===== config.mk =====
export PLATFORM = sky130hd
export DESIGN_NAME = apb_rr_master
export DESIGN_NICKNAME = d
export VERILOG_FILES = /design/src/rtl/apb_rr_pkg.sv /design/src/rtl/rr_arbiter.sv /design/src/rtl/apb_rr_master.sv
export SDC_FILE = /design/constraint.sdc
export NUM_CORES = 1
export LEC_CHECK = 0
export ABC_AREA = 1
export BUFFER_PORTS_ARGS = -buffer_cell sky130_fd_sc_hd__buf_4
export CAP_MARGIN = 25
export CORE_UTILIZATION = 45
export CTS_CLUSTER_SIZE = 30
export DETAILED_ROUTE_END_ITERATION = 8
export PLACE_DENSITY_LB_ADDON = 0.2
export SLEW_MARGIN = 20
export SYNTH_ARGS = -nofsm -noshare
export SYNTH_HDL_FRONTEND = slang
export SYNTH_SLANG_ARGS = --single-unit

===== constraint.sdc =====
create_clock -name pclk -period 2.16 [get_ports pclk]
set_input_delay 0.216 -clock pclk [delete_from_list [all_inputs] [get_ports pclk]]
set_output_delay 0.216 -clock pclk [all_outputs]
set_load 0.03 [all_outputs]

===== src/rtl/apb_rr_pkg.sv =====
// Shared types and defaults for the round-robin APB master.
package apb_rr_pkg;

    typedef enum logic [1:0] {
        IDLE   = 2'd0,
        SETUP  = 2'd1,
        ACCESS = 2'd2
    } state_t;

    localparam int unsigned AW_DEF       = 16;
    localparam int unsigned DW_DEF       = 32;
    localparam int unsigned MAX_WAIT_DEF = 5;

    // Up to 8 requesters; callers truncate the result to their index width.
    function automatic logic [2:0] onehot_to_idx(input logic [7:0] oh);
        logic [2:0] idx;
        idx = 3'd0;
        for (int i = 0; i < 8; i++) begin
            if (oh[i]) idx = 3'(i);
        end
        return idx;
    endfunction

endpackage


===== src/rtl/rr_arbiter.sv =====
// Combinational round-robin pick; the search starts at ptr and wraps.
module rr_arbiter
    import apb_rr_pkg::*;
#(
    parameter int unsigned NREQ = 2
) (
    input  logic [NREQ-1:0]         eligible,
    input  logic [$clog2(NREQ)-1:0] ptr,
    input  logic                    advance,
    output logic [NREQ-1:0]         grant,
    output logic [$clog2(NREQ)-1:0] grant_idx
);
    localparam int unsigned IW = $clog2(NREQ);

    logic [NREQ-1:0] pick;
    logic [IW-1:0]   cidx;
    int unsigned     c;

    always_comb begin
        pick = '0;
        cidx = '0;
        c    = 0;
        for (int unsigned k = 0; k < NREQ; k++) begin
            c = 32'(ptr) + k;
            if (c >= NREQ) c = c - NREQ;
            cidx = IW'(c);
            if (pick == '0 && eligible[cidx]) pick[cidx] = 1'b1;
        end
    end

    assign grant     = advance ? pick : '0;
    assign grant_idx = IW'(onehot_to_idx(8'(pick)));

endmodule


===== src/rtl/apb_rr_master.sv =====
// APB master shared by NREQ requesters with round-robin grant and a wait-state budget.
//   state  | meaning
//   IDLE   | bus idle; completion pulses issued here; arbitrate and latch request
//   SETUP  | psel=1, penable=0 for one cycle; wait counter cleared
//   ACCESS | psel=1, penable=1 until pready or wait budget exhausted
module apb_rr_master
    import apb_rr_pkg::*;
#(
    parameter int unsigned NREQ     = 2,
    parameter int unsigned AW       = AW_DEF,
    parameter int unsigned DW       = DW_DEF,
    parameter int unsigned MAX_WAIT = MAX_WAIT_DEF
) (
    input  logic               pclk,
    input  logic               preset_n,
    input  logic [NREQ-1:0]    req,
    input  logic [NREQ-1:0]    req_write,
    input  logic [NREQ*AW-1:0] req_addr,
    input  logic [NREQ*DW-1:0] req_wdata,
    output logic [NREQ-1:0]    done,
    output logic [DW-1:0]      rsp_rdata,
    output logic               rsp_err,
    output logic               timeout,
    output logic               psel,
    output logic               penable,
    output logic               pwrite,
    output logic [AW-1:0]      paddr,
    output logic [DW-1:0]      pwdata,
    input  logic [DW-1:0]      prdata,
    input  logic               pready,
    input  logic               pslverr
);
    localparam int unsigned IW = $clog2(NREQ);
    localparam int unsigned WW = $clog2(MAX_WAIT + 2);

    state_t          state_q, state_d;
    logic [IW-1:0]   ptr_q, ptr_d;
    logic [NREQ-1:0] owner_q, owner_d;
    logic [WW-1:0]   wait_q, wait_d;
    logic            psel_q, psel_d, penable_q, penable_d, pwrite_q, pwrite_d;
    logic [AW-1:0]   paddr_q, paddr_d;
    logic [DW-1:0]   pwdata_q, pwdata_d;
    logic [NREQ-1:0] done_q, done_d;
    logic [DW-1:0]   rsp_rdata_q, rsp_rdata_d;
    logic            rsp_err_q, rsp_err_d, timeout_q, timeout_d;

    logic [NREQ-1:0] eligible, grant;
    logic [IW-1:0]   grant_idx;

    // A requester completing this cycle must not win again immediately.
    assign eligible = req & ~done_q;

    rr_arbiter #(.NREQ(NREQ)) u_arb (
        .eligible  (eligible),
        .ptr       (ptr_q),
        .advance   (state_q == IDLE),
        .grant     (grant),
        .grant_idx (grant_idx)
    );

    always_comb begin
        state_d     = state_q;
        ptr_d       = ptr_q;
        owner_d     = owner_q;
        wait_d      = wait_q;
        psel_d      = psel_q;
        penable_d   = penable_q;
        pwrite_d    = pwrite_q;
        paddr_d     = paddr_q;
        pwdata_d    = pwdata_q;
        done_d      = '0;
        rsp_rdata_d = '0;
        rsp_err_d   = 1'b0;
        timeout_d   = 1'b0;
        case (state_q)
            IDLE: begin
                if (grant != '0) begin
                    state_d   = SETUP;
                    psel_d    = 1'b1;
                    penable_d = 1'b0;
                    owner_d   = grant;
                    ptr_d     = (grant_idx == IW'(NREQ - 1)) ? '0 : grant_idx + IW'(1);
                    pwrite_d  = req_write[grant_idx];
                    paddr_d   = req_addr[grant_idx*AW +: AW];
                    pwdata_d  = req_wdata[grant_idx*DW +: DW];
                end
            end
            SETUP: begin
                state_d   = ACCESS;
                penable_d = 1'b1;
                wait_d    = '0;
            end
            ACCESS: begin
                if (pready) begin
                    state_d     = IDLE;
                    psel_d      = 1'b0;
                    penable_d   = 1'b0;
                    done_d      = owner_q;
                    rsp_rdata_d = pwrite_q ? '0 : prdata;
                    rsp_err_d   = pslverr;
                end else if (wait_q == WW'(MAX_WAIT)) begin
                    state_d   = IDLE;
                    psel_d    = 1'b0;
                    penable_d = 1'b0;
                    done_d    = owner_q;
                    rsp_err_d = 1'b1;
                    timeout_d = 1'b1;
                end else begin
                    wait_d = wait_q + WW'(1);
                end
            end
            default: state_d = IDLE;
        endcase
    end

    always_ff @(posedge pclk or negedge preset_n) begin
        if (!preset_n) begin
            state_q     <= IDLE;
            ptr_q       <= '0;
            owner_q     <= '0;
            wait_q      <= '0;
            psel_q      <= 1'b0;
            penable_q   <= 1'b0;
            pwrite_q    <= 1'b0;
            paddr_q     <= '0;
            pwdata_q    <= '0;
            done_q      <= '0;
            rsp_rdata_q <= '0;
            rsp_err_q   <= 1'b0;
            timeout_q   <= 1'b0;
        end else begin
            state_q     <= state_d;
            ptr_q       <= ptr_d;
            owner_q     <= owner_d;
            wait_q      <= wait_d;
            psel_q      <= psel_d;
            penable_q   <= penable_d;
            pwrite_q    <= pwrite_d;
            paddr_q     <= paddr_d;
            pwdata_q    <= pwdata_d;
            done_q      <= done_d;
            rsp_rdata_q <= rsp_rdata_d;
            rsp_err_q   <= rsp_err_d;
            timeout_q   <= timeout_d;
        end
    end

    assign done      = done_q;
    assign rsp_rdata = rsp_rdata_q;
    assign rsp_err   = rsp_err_q;
    assign timeout   = timeout_q;
    assign psel      = psel_q;
    assign penable   = penable_q;
    assign pwrite    = pwrite_q;
    assign paddr     = paddr_q;
    assign pwdata    = pwdata_q;

endmodule

==> results of run 1 <==
==> cells by family after synthesis <==
logic type	count (synthesis)	share of synthesized area (%)
AND/OR/NAND/NOR	220	23.45
flip-flops	95	56.53
buffers and inverters	76	8.599
AO/OA/AOI/OAI	55	9.432
adder cells (fa/ha/maj)	6	1.785
XOR/XNOR	1	0.2083
==> sequential cells by signal (all words and copies together), names as in the netlist <==
signal and count:
owner_q 2, timeout 1, ptr_q 1, psel 1, pwrite 1, wait_q 3, state_q 2, pwdata 32
done 2, penable 1, rsp_err 1, rsp_rdata 32, paddr 16
==> critical path, delay by kind of cell, from the launching register on <==
family	cells	cell delay (ps)
AND/OR/NAND/NOR	4	520
buffers and inverters	3	450
flip-flops	1	430
adder cells (fa/ha/maj)	1	230
AO/OA/AOI/OAI	1	120
==> area by class of cell <==
class / count / area, um^2
fillers: 696 / 2743
repair buffers: 233 / 1802
inverters: 47 / 176.4
well taps: 108 / 135.1
clock buffers: 9 / 123.9
multi-input cells: 282 / 1469
flip-flops and latches: 95 / 2377
clock inverters: 7 / 65.06
==> placed cells by master, fill, tap and decap left out, drive strengths merged, types with 2 or more instances in the layout <==
cell type	count
o21ai	6
buf	232
ha	6
nand2	69
o21a	48
clkinv	3
nand3	106
nand4	2
clkbuf	9
dfrtp	95
inv	50
nor2	40
==> metal layers <==
metal  global-route usage, %  routed length (um)
met5                       0                   0
met1                   27.64                4533
met4                   7.233                 109
met3                   6.809                 953
met2                   42.31                5661
==> how the worst max path moves through the flow <==
stage,startpoint,endpoint,slack [ps],cells after the start
4_1_cts,state_q[0]$_DFFE_PN0P_,pwdata[25]$_DFFE_PN0P_,270,9
5_1_grt,state_q[0]$_DFFE_PN0P_,pwdata[6]$_DFFE_PN0P_,110,9
3_3_place_gp,state_q[0]$_DFFE_PN0P_,pwdata[0]$_DFFE_PN0P_,460,9
6_report,state_q[0]$_DFFE_PN0P_,pwdata[25]$_DFFE_PN0P_,280,9
2_1_floorplan,state_q[0]$_DFFE_PN0P_,paddr[0]$_DFFE_PN0P_,610,10
3_5_place_dp,state_q[0]$_DFFE_PN0P_,pwdata[25]$_DFFE_PN0P_,310,9
==> power groups by stage <==
stage                     Sequential, mW  Clock, mW  Combinational [mW]
final                               2.72       1.11                4.14
after global routing                2.80       1.22                4.46
after CTS                           2.73       1.15                4.17
after detailed placement            2.76          0                4.16
after global placement              2.73          0                4.07
after floorplan                     3.78          0                1.69
==> metrics by stage <==
step	utilization (%)	hold slack [ps]	power, mW	std cells	worst slack, ps
2_1_floorplan	-	-79.59	5.471	453	614.4
3_3_place_gp	66.92	209.3	6.798	764	462.1
3_5_place_dp	66.92	211.4	6.923	764	313.8
4_1_cts	69.15	16.88	8.051	781	274.3
5_1_grt	69.15	13.42	8.472	781	107.0
6_report	69.15	40.67	7.968	781	280.9
==> timing repair <==
item | in CTS | in global routing
hold buffers | 1 | 0
hold endpoints to repair | 36 | 0
setup endpoints to repair | 0 | 0
==> results.cfg, run 1 <==
[setup_path]
reg2reg_from = state_q[0]$_DFFE_PN0P_
path_cells = inv_1 > ha_1 > inv_1 > nor2_1 > nand2_1 > nand2_2 > buf_12 > nand3_1 > o21a_1
cp-end-kind = register
slowest_stage = dfrtp_1
critical_path.max_stage_delay_ps = 430
r2r-end = pwdata[25]$_DFFE_PN0P_
critPathLaunchType = register
r2r_slack_ps = 280
worstPathMaxFanout = 59
path_class = register to register
rr_worst_depth = 9
crit_required_ps = 2390
arrival_ps = 2110
crit_top_cell = inv_1

[clock_network]
cts_resized = 0
worstSkewPairLatency_ps = 350
clock-root-buffer = clkbuf_8
cts_tree = done
postCtsSetupBuffers = 0
tritoncts.num_buffers = 9
htreeDepth = 3
cts.sinks = 95
clockBufferDepth = 2
path_clk_slew_ps = 100

[cells_and_area]
nets = 810
drive_gt1_share_pct = 37.74
area_delta_synth_final_pct = 46.21
antenna_cells = 0
postLayoutCellArea_mm2 = 0.006148

[power_and_ir_drop]
seq_power_share_pct = 34.2
p_clk_share_pct = 13.9
switching_share_pct = 43.71
p_int_mw = 4.485
power.density_mw_per_mm2 = 1296
p_leak_nw = 3.261
peakVddDrop_v = 0.0006447
netSwitchingPower_mw = 3.483
p_comb_share_pct = 51.9

[sta]
finalMaxSlewViolations = 0
worst_slew_pin_slew_ps = 490.6
finalCritPeriodShare_pct = 86.99
finalSetupViolations = 0
fmax_mhz = 532.2
finClkSkew_ps = 8.120
period_needed_ps = 1879
setup_tns_ps = 0
hold_viol = 0
slew-limit-headroom_pct = 67.30
rsz0062_at_grt = no

[floorplan]
die_w_um = 98.67
die-height_um = 98.67
std_cell_rows = 34
dieArea_mm2 = 0.009736
core_mm2 = 0.008891
io_pins = 223
initial_core_util_pct = 47.30

[placement]
placed_area_mm2 = 0.005949
io_buffers = 222
dp_hpwl_um = 8360
gp_congestion = 0.8240

[synthesis]
synthTopCellsByCount = 105 x nand3_1, 95 x dfrtp_1, 68 x nand2_1, 48 x o21a_1, 46 x inv_1
synth.area.top_cells = dfrtp_1 57%, nand3_1 12%, o21a_1 8.6%
yosysSeqAreaShare_pct = 56.53
synth-seq-cells = 95
synth_edf_count = 0
ys_async_sr_fraction_pct = 100.0
yosysWarnings = 0
synth_area_mm2 = 0.004205
synth_cells = 453
synth_cell_types = 22
synth_top_area_share_pct = 56.53
syn_avg_cell_area_um2 = 9.283
synth_area_leader_cell = dfrtp_1
synthFlopType = dfrtp_1
syn_nets = 595
yosysMostFrequentCell = nand3_1

[global_routing]
grt_use_total_pct = 23.69
overflow = 0
grt_pass1_vias = 3988
grt_max_degree = 60
grt_pass1_wl_um = 18260
antenna_found_initial = 0

[min_path]
worstHoldStart = pready
hold_end = timeout$_DFF_PN0_
holdPathStages = 2
min_path_type = primary input to register

[routing]
wl_per_cell_um = 14.41
drt-total-wl_um = 11260
drtIter0Drc = 129
drt_first_pass_iters = 4
via_count = 3927
ant_nets = 0
routed_via_density = 5.028
drc = 0

[run_status]
status = completed

[flow_run]
drv_cap = 0
Note: power is estimated with default switching activity, not from simulation.
==> run 2, diff against run 1 <==
--- a/config.mk
+++ b/config.mk
@@ -12,6 +12,7 @@
 export CTS_CLUSTER_SIZE = 30
 export DETAILED_ROUTE_END_ITERATION = 8
 export PLACE_DENSITY_LB_ADDON = 0.2
+export RECOVER_POWER = 25
 export SLEW_MARGIN = 20
 export SYNTH_ARGS = -nofsm -noshare
 export SYNTH_HDL_FRONTEND = slang
==> run 2 against run 1 <==
Effect of this change:
- utilization down 1.4 points
- global-route usage unchanged
- clock skew up 1.7 ps
- sequential share of layout area up 0.81 points
- die area unchanged
- via count up 0.10%
- worst setup slack worse by 7.6 ps
- critical path depth unchanged
- critical path type unchanged
- largest power group unchanged
==> results.cfg, run 2 (same netlist as run 1, synthesis figures left out) <==
[routing]
routed_via_density = 5.033
drc = 0
ant_nets = 0
wl_per_cell_um = 14.36
drt_first_pass_iters = 4
via_count = 3931
drt-total-wl_um = 11210
drtIter0Drc = 135

[power_and_ir_drop]
power.density_mw_per_mm2 = 1311
p_leak_nw = 3.124
p_int_mw = 4.415
seq_power_share_pct = 34.4
p_clk_share_pct = 14.1
netSwitchingPower_mw = 3.482
switching_share_pct = 44.10
p_comb_share_pct = 51.5
peakVddDrop_v = 0.0006381

[placement]
dp_slack_ps = 313.8
dp_cells = 764
io_buffers = 222
placed_area_mm2 = 0.005949
gp_congestion = 0.8240
dp_hpwl_um = 8360

[setup_path]
reg2reg_from = state_q[0]$_DFFE_PN0P_
rr_worst_depth = 9
crit_required_ps = 2400
cp-end-kind = register
r2r-end = pwdata[25]$_DFFE_PN0P_
path_class = register to register
critPathLaunchType = register
r2r_slack_ps = 270
arrival_ps = 2120
worstPathMaxFanout = 59

[floorplan]
die_w_um = 98.67
die-height_um = 98.67
core_mm2 = 0.008891
initial_core_util_pct = 47.30
io_pins = 223
std_cell_rows = 34
dieArea_mm2 = 0.009736

[cells_and_area]
postLayoutCellArea_mm2 = 0.006022
stdcell_count = 781
area_delta_synth_final_pct = 43.20
final_common_cell = buf_4
nets = 810
layout_common_cells = 194 x buf_4, 105 x nand3_1, 95 x dfrtp_1
antenna_cells = 0
utilization_pct = 67.73
drive_gt1_share_pct = 32.84

[min_path]
worstHoldStart = pready
holdPathStages = 2
min_path_type = primary input to register
hold_end = timeout$_DFF_PN0_

[sta]
finalSetupViolations = 0
rsz0062_at_grt = no
finClkSkew_ps = 9.847
finalMaxSlewViolations = 0
period_needed_ps = 1887
slew-limit-headroom_pct = 35.94
finalCritPeriodShare_pct = 87.35
fmax_mhz = 530.0
hold_viol = 0
setup_tns_ps = 0
worst_slew_pin_slew_ps = 961.0
setup_ws_ps = 273.3

[global_routing]
grt_max_degree = 60
grt_pass1_vias = 3988
grt_util_met1_pct = 27.64
antenna_found_initial = 0
grt_use_total_pct = 23.69
use_met2_pct = 42.31
overflow = 0
use_met3_pct = 6.809
grt_pass1_wl_um = 18260
top_usage_layer = met2

[clock_network]
clockBufferDepth = 2
path_clk_slew_ps = 100
cts.sinks = 95
clock-root-buffer = clkbuf_8
tritoncts.num_buffers = 9
htreeDepth = 3
worstSkewPairLatency_ps = 350
cts_tree = done

[run_status]
status = completed

[flow_run]
drv_cap = 0
[run 2: cell count changes in the layout (fill, tap and decap cells not counted)]
cell,delta
clkbuf_1,+33
buf_4,-34
clkbuf_2,+1
[run 2: what timing repair did]
item | CTS | global route
setup buffers | 0 | 0
resized for setup | 0 | 0
hold buffers | 1 | 0
endpoints found under the hold margin | 36 | 0
[run 2: worst max-delay path by stage]
stage	start	end	slack, ps	cells past startpoint
final	state_q[0]$_DFFE_PN0P_	pwdata[25]$_DFFE_PN0P_	270	9
after floorplan	state_q[0]$_DFFE_PN0P_	paddr[0]$_DFFE_PN0P_	610	10
after global placement	state_q[0]$_DFFE_PN0P_	pwdata[0]$_DFFE_PN0P_	460	9
after CTS	state_q[0]$_DFFE_PN0P_	pwdata[25]$_DFFE_PN0P_	270	9
after global routing	state_q[0]$_DFFE_PN0P_	pwdata[6]$_DFFE_PN0P_	110	9
after detailed placement	state_q[0]$_DFFE_PN0P_	pwdata[25]$_DFFE_PN0P_	310	9
[run 2: layout make-up]
cell class              instances  area [um^2]
repair buffers                233         1675
inverters                      47        176.4
flip-flops and latches         95         2377
clock buffers                   9        123.9
multi-input cells             282         1469
fillers                       735         2869
clock inverters                 7        65.06
well taps                     108        135.1
[run 2: per-stage QoR]
step | hold slack (ps) | power [mW]
global route | 13.42 | 8.400
detailed placement | 211.4 | 6.923
CTS | 16.88 | 8.051
global placement | 209.3 | 6.798
floorplan | -79.59 | 5.471
finish | 41.71 | 7.897
[run 2: critical path, cell delays in order, from the launching register on]
cell and delay, ps:
dfrtp_1 430, inv_1 120, ha_1 230, inv_1 70, nor2_1 150, nand2_1 110, nand2_2 140, buf_12 250
nand3_1 120, o21a_1 120
[run 2: metal layers]
layer / up-vias / part of all wire, %
met5: - / 0
met4: 0 / 0.97
met3: 10 / 8.7
met2: 183 / 51
met1: 1831 / 40
li1: 1907 / -
[run 2: power groups by stage]
| stage | clock network, mW | logic, mW | registers (mW) |
|---|---|---|---|
| floorplan | 0 | 1.69 | 3.78 |
| global placement | 0 | 4.07 | 2.73 |
| detailed placement | 0 | 4.16 | 2.76 |
| CTS | 1.15 | 4.17 | 2.73 |
| global route | 1.22 | 4.39 | 2.79 |
| finish | 1.11 | 4.06 | 2.72 |
==> run 3, diff against run 2 <==
--- a/config.mk
+++ b/config.mk
@@ -8,7 +8,7 @@
 export ABC_AREA = 1
 export BUFFER_PORTS_ARGS = -buffer_cell sky130_fd_sc_hd__buf_4
 export CAP_MARGIN = 25
-export CORE_UTILIZATION = 45
+export CORE_UTILIZATION = 40
 export CTS_CLUSTER_SIZE = 30
 export DETAILED_ROUTE_END_ITERATION = 8
 export PLACE_DENSITY_LB_ADDON = 0.2
==> run 3 against run 2 <==
Effect of this change:
- the run now ends with max-capacitance violations, max-slew violations left
- count of clock-buffer cells in the layout unchanged
- cell area rose by 3.3%
- non-clock buffer count increased by 2
- power rose by 3.3%
- sequential cell count unchanged
- clock power rose by 16%
- hold slack worse by 11 ps
- first-iteration DRC count up 40%
- global-route usage down 2.0 points
==> results.cfg, run 3 (same netlist as run 1, synthesis figures left out) <==
[cells_and_area]
drive_gt1_share_pct = 37.78
nets = 812
final_common_cell = buf_4
layout_common_cells = 230 x buf_4, 105 x nand3_1, 95 x dfrtp_1
area_delta_synth_final_pct = 47.90
antenna_cells = 0

[setup_path]
cp-startpoint = state_q[0]$_DFFE_PN0P_
cp-end-kind = register
critPathLaunchType = register
reg2reg_from = state_q[0]$_DFFE_PN0P_
path_class = register to register
worstPathMaxFanout = 24
rr_worst_depth = 9
r2r_slack_ps = 220
crit_required_ps = 2410
endpoint = pwdata[5]$_DFFE_PN0P_
arrival_ps = 2190
r2r-end = pwdata[5]$_DFFE_PN0P_

[sta]
period_needed_ps = 1936
finClkSkew_ps = 8.852
rsz0062_at_grt = no
setup_tns_ps = 0
finalSetupViolations = 0
finalMaxSlewViolations = 26
fmax_mhz = 516.4
hold_viol = 0
slew-limit-headroom_pct = -2.209
worst_slew_pin_slew_ps = 1533
finalCritPeriodShare_pct = 89.65

[power_and_ir_drop]
switching_share_pct = 42.42
p_leak_nw = 3.275
p_int_mw = 4.699
p_clk_share_pct = 15.8
netSwitchingPower_mw = 3.462
power_mw = 8.161
p_comb_share_pct = 50.7
seq_power_share_pct = 33.5
power.density_mw_per_mm2 = 1312
peakVddDrop_v = 0.0006537

[clock_network]
tritoncts.num_buffers = 9
clockBufferDepth = 2
postCtsSetupBuffers = 0
cts_tree = done
clock-root-buffer = clkbuf_8
cts.sinks = 95
path_clk_slew_ps = 90
worstSkewPairLatency_ps = 360
htreeDepth = 3

[routing]
ant_nets = 0
drc = 0
via_count = 3963
drtIter0Drc = 189
drt-total-wl_um = 11600
wl_per_cell_um = 14.30
routed_via_density = 4.887
drt_first_pass_iters = 6

[run_status]
violations = max-capacitance violations, max-slew violations
status = finished with violations

[min_path]
holdPathStages = 2
worstHoldStart = pready
min_path_type = primary input to register

[floorplan]
core_mm2 = 0.01028
initial_core_util_pct = 40.92
dieArea_mm2 = 0.01093
io_pins = 223
die_w_um = 104.5
std_cell_rows = 37
die-height_um = 104.5

[placement]
io_buffers = 222
dp_hpwl_um = 8562
gp_congestion = 0.8463

[global_routing]
overflow = 0
grt_pass1_wl_um = 18570
grt_use_total_pct = 21.70
grt_pass1_vias = 3880
grt_max_degree = 51
antenna_found_initial = 0

[flow_run]
drv_cap = 1
## run 3: cell types whose count changed in the layout (fill, tap and decap cells not counted), sizes merged
cell | before | now
inv | 50 | 47
clkinvlp | 1 | 2
buf | 198 | 233
clkbuf | 43 | 10
bufinv | 0 | 2
## run 3: power by group through the flow
stage | combinational [mW] | clock, mW | sequential [mW]
after floorplan | 1.69 | 0 | 3.78
after global placement | 4.09 | 0 | 2.74
after detailed placement | 4.17 | 0 | 2.77
after CTS | 4.18 | 1.33 | 2.74
after global routing | 4.47 | 1.40 | 2.81
final | 4.14 | 1.29 | 2.73
## run 3: layout make-up
| class | count | area (um^2) |
|---|---|---|
| Clock buffer | 9 | 123.9 |
| Fill cell | 923 | 4058 |
| Sequential cell | 95 | 2377 |
| Timing Repair Buffer | 235 | 1800 |
| Multi-Input combinational cell | 282 | 1474 |
| Clock inverter | 7 | 97.59 |
| Tap cell | 136 | 170.2 |
| Inverter | 47 | 176.4 |
## run 3: routing by layer
layer  vias to the layer above  share of wire, %  global-route usage (%)
met2                       183                48                   35.90
met3                        24               9.7                   6.613
met1                      1854                40                   25.84
met4                         0               2.6                   10.10
li1                       1902                 -                       -
met5                         -                 0                       0
## run 3: critical path, stage by stage (launching register included)
cell and delay [ps]:
dfrtp_1 410, inv_1 120, ha_1 230, inv_1 70
nor2_1 120, nand2_1 120, nand2_4 280, buf_4 270
nand3_1 90, o21a_1 110
## run 3: how the worst min path moves through the flow
stage	end	slack, ps
global placement	paddr[3]$_DFFE_PN0P_	160
finish	timeout$_DFF_PN0_	30
CTS	timeout$_DFF_PN0_	10
detailed placement	paddr[3]$_DFFE_PN0P_	160
global route	timeout$_DFF_PN0_	20
floorplan	done[0]$_DFF_PN0_	-80
## run 3: timing repair
item                      4_1_cts  5_1_grt
hold buffers                    1        0
hold endpoints to repair       24        0
gates resized for setup         0        0
## run 3: metrics by stage
| step | utilization, % | instances | setup WS [ps] | hold WS [ps] | instance area (um^2) |
|---|---|---|---|---|---|
| after global routing | 60.52 | 811 | 15.35 | 24.39 | 6220 |
| after CTS | 60.56 | 811 | 224.8 | 12.18 | 6223 |
| after global placement | 58.30 | 794 | 311.2 | 157.7 | 5992 |
| after floorplan | - | 453 | 614.4 | -79.59 | 4205 |
| final | 60.52 | 811 | 223.5 | 30.91 | 6220 |
| after detailed placement | 58.30 | 794 | 236.1 | 161.5 | 5992 |
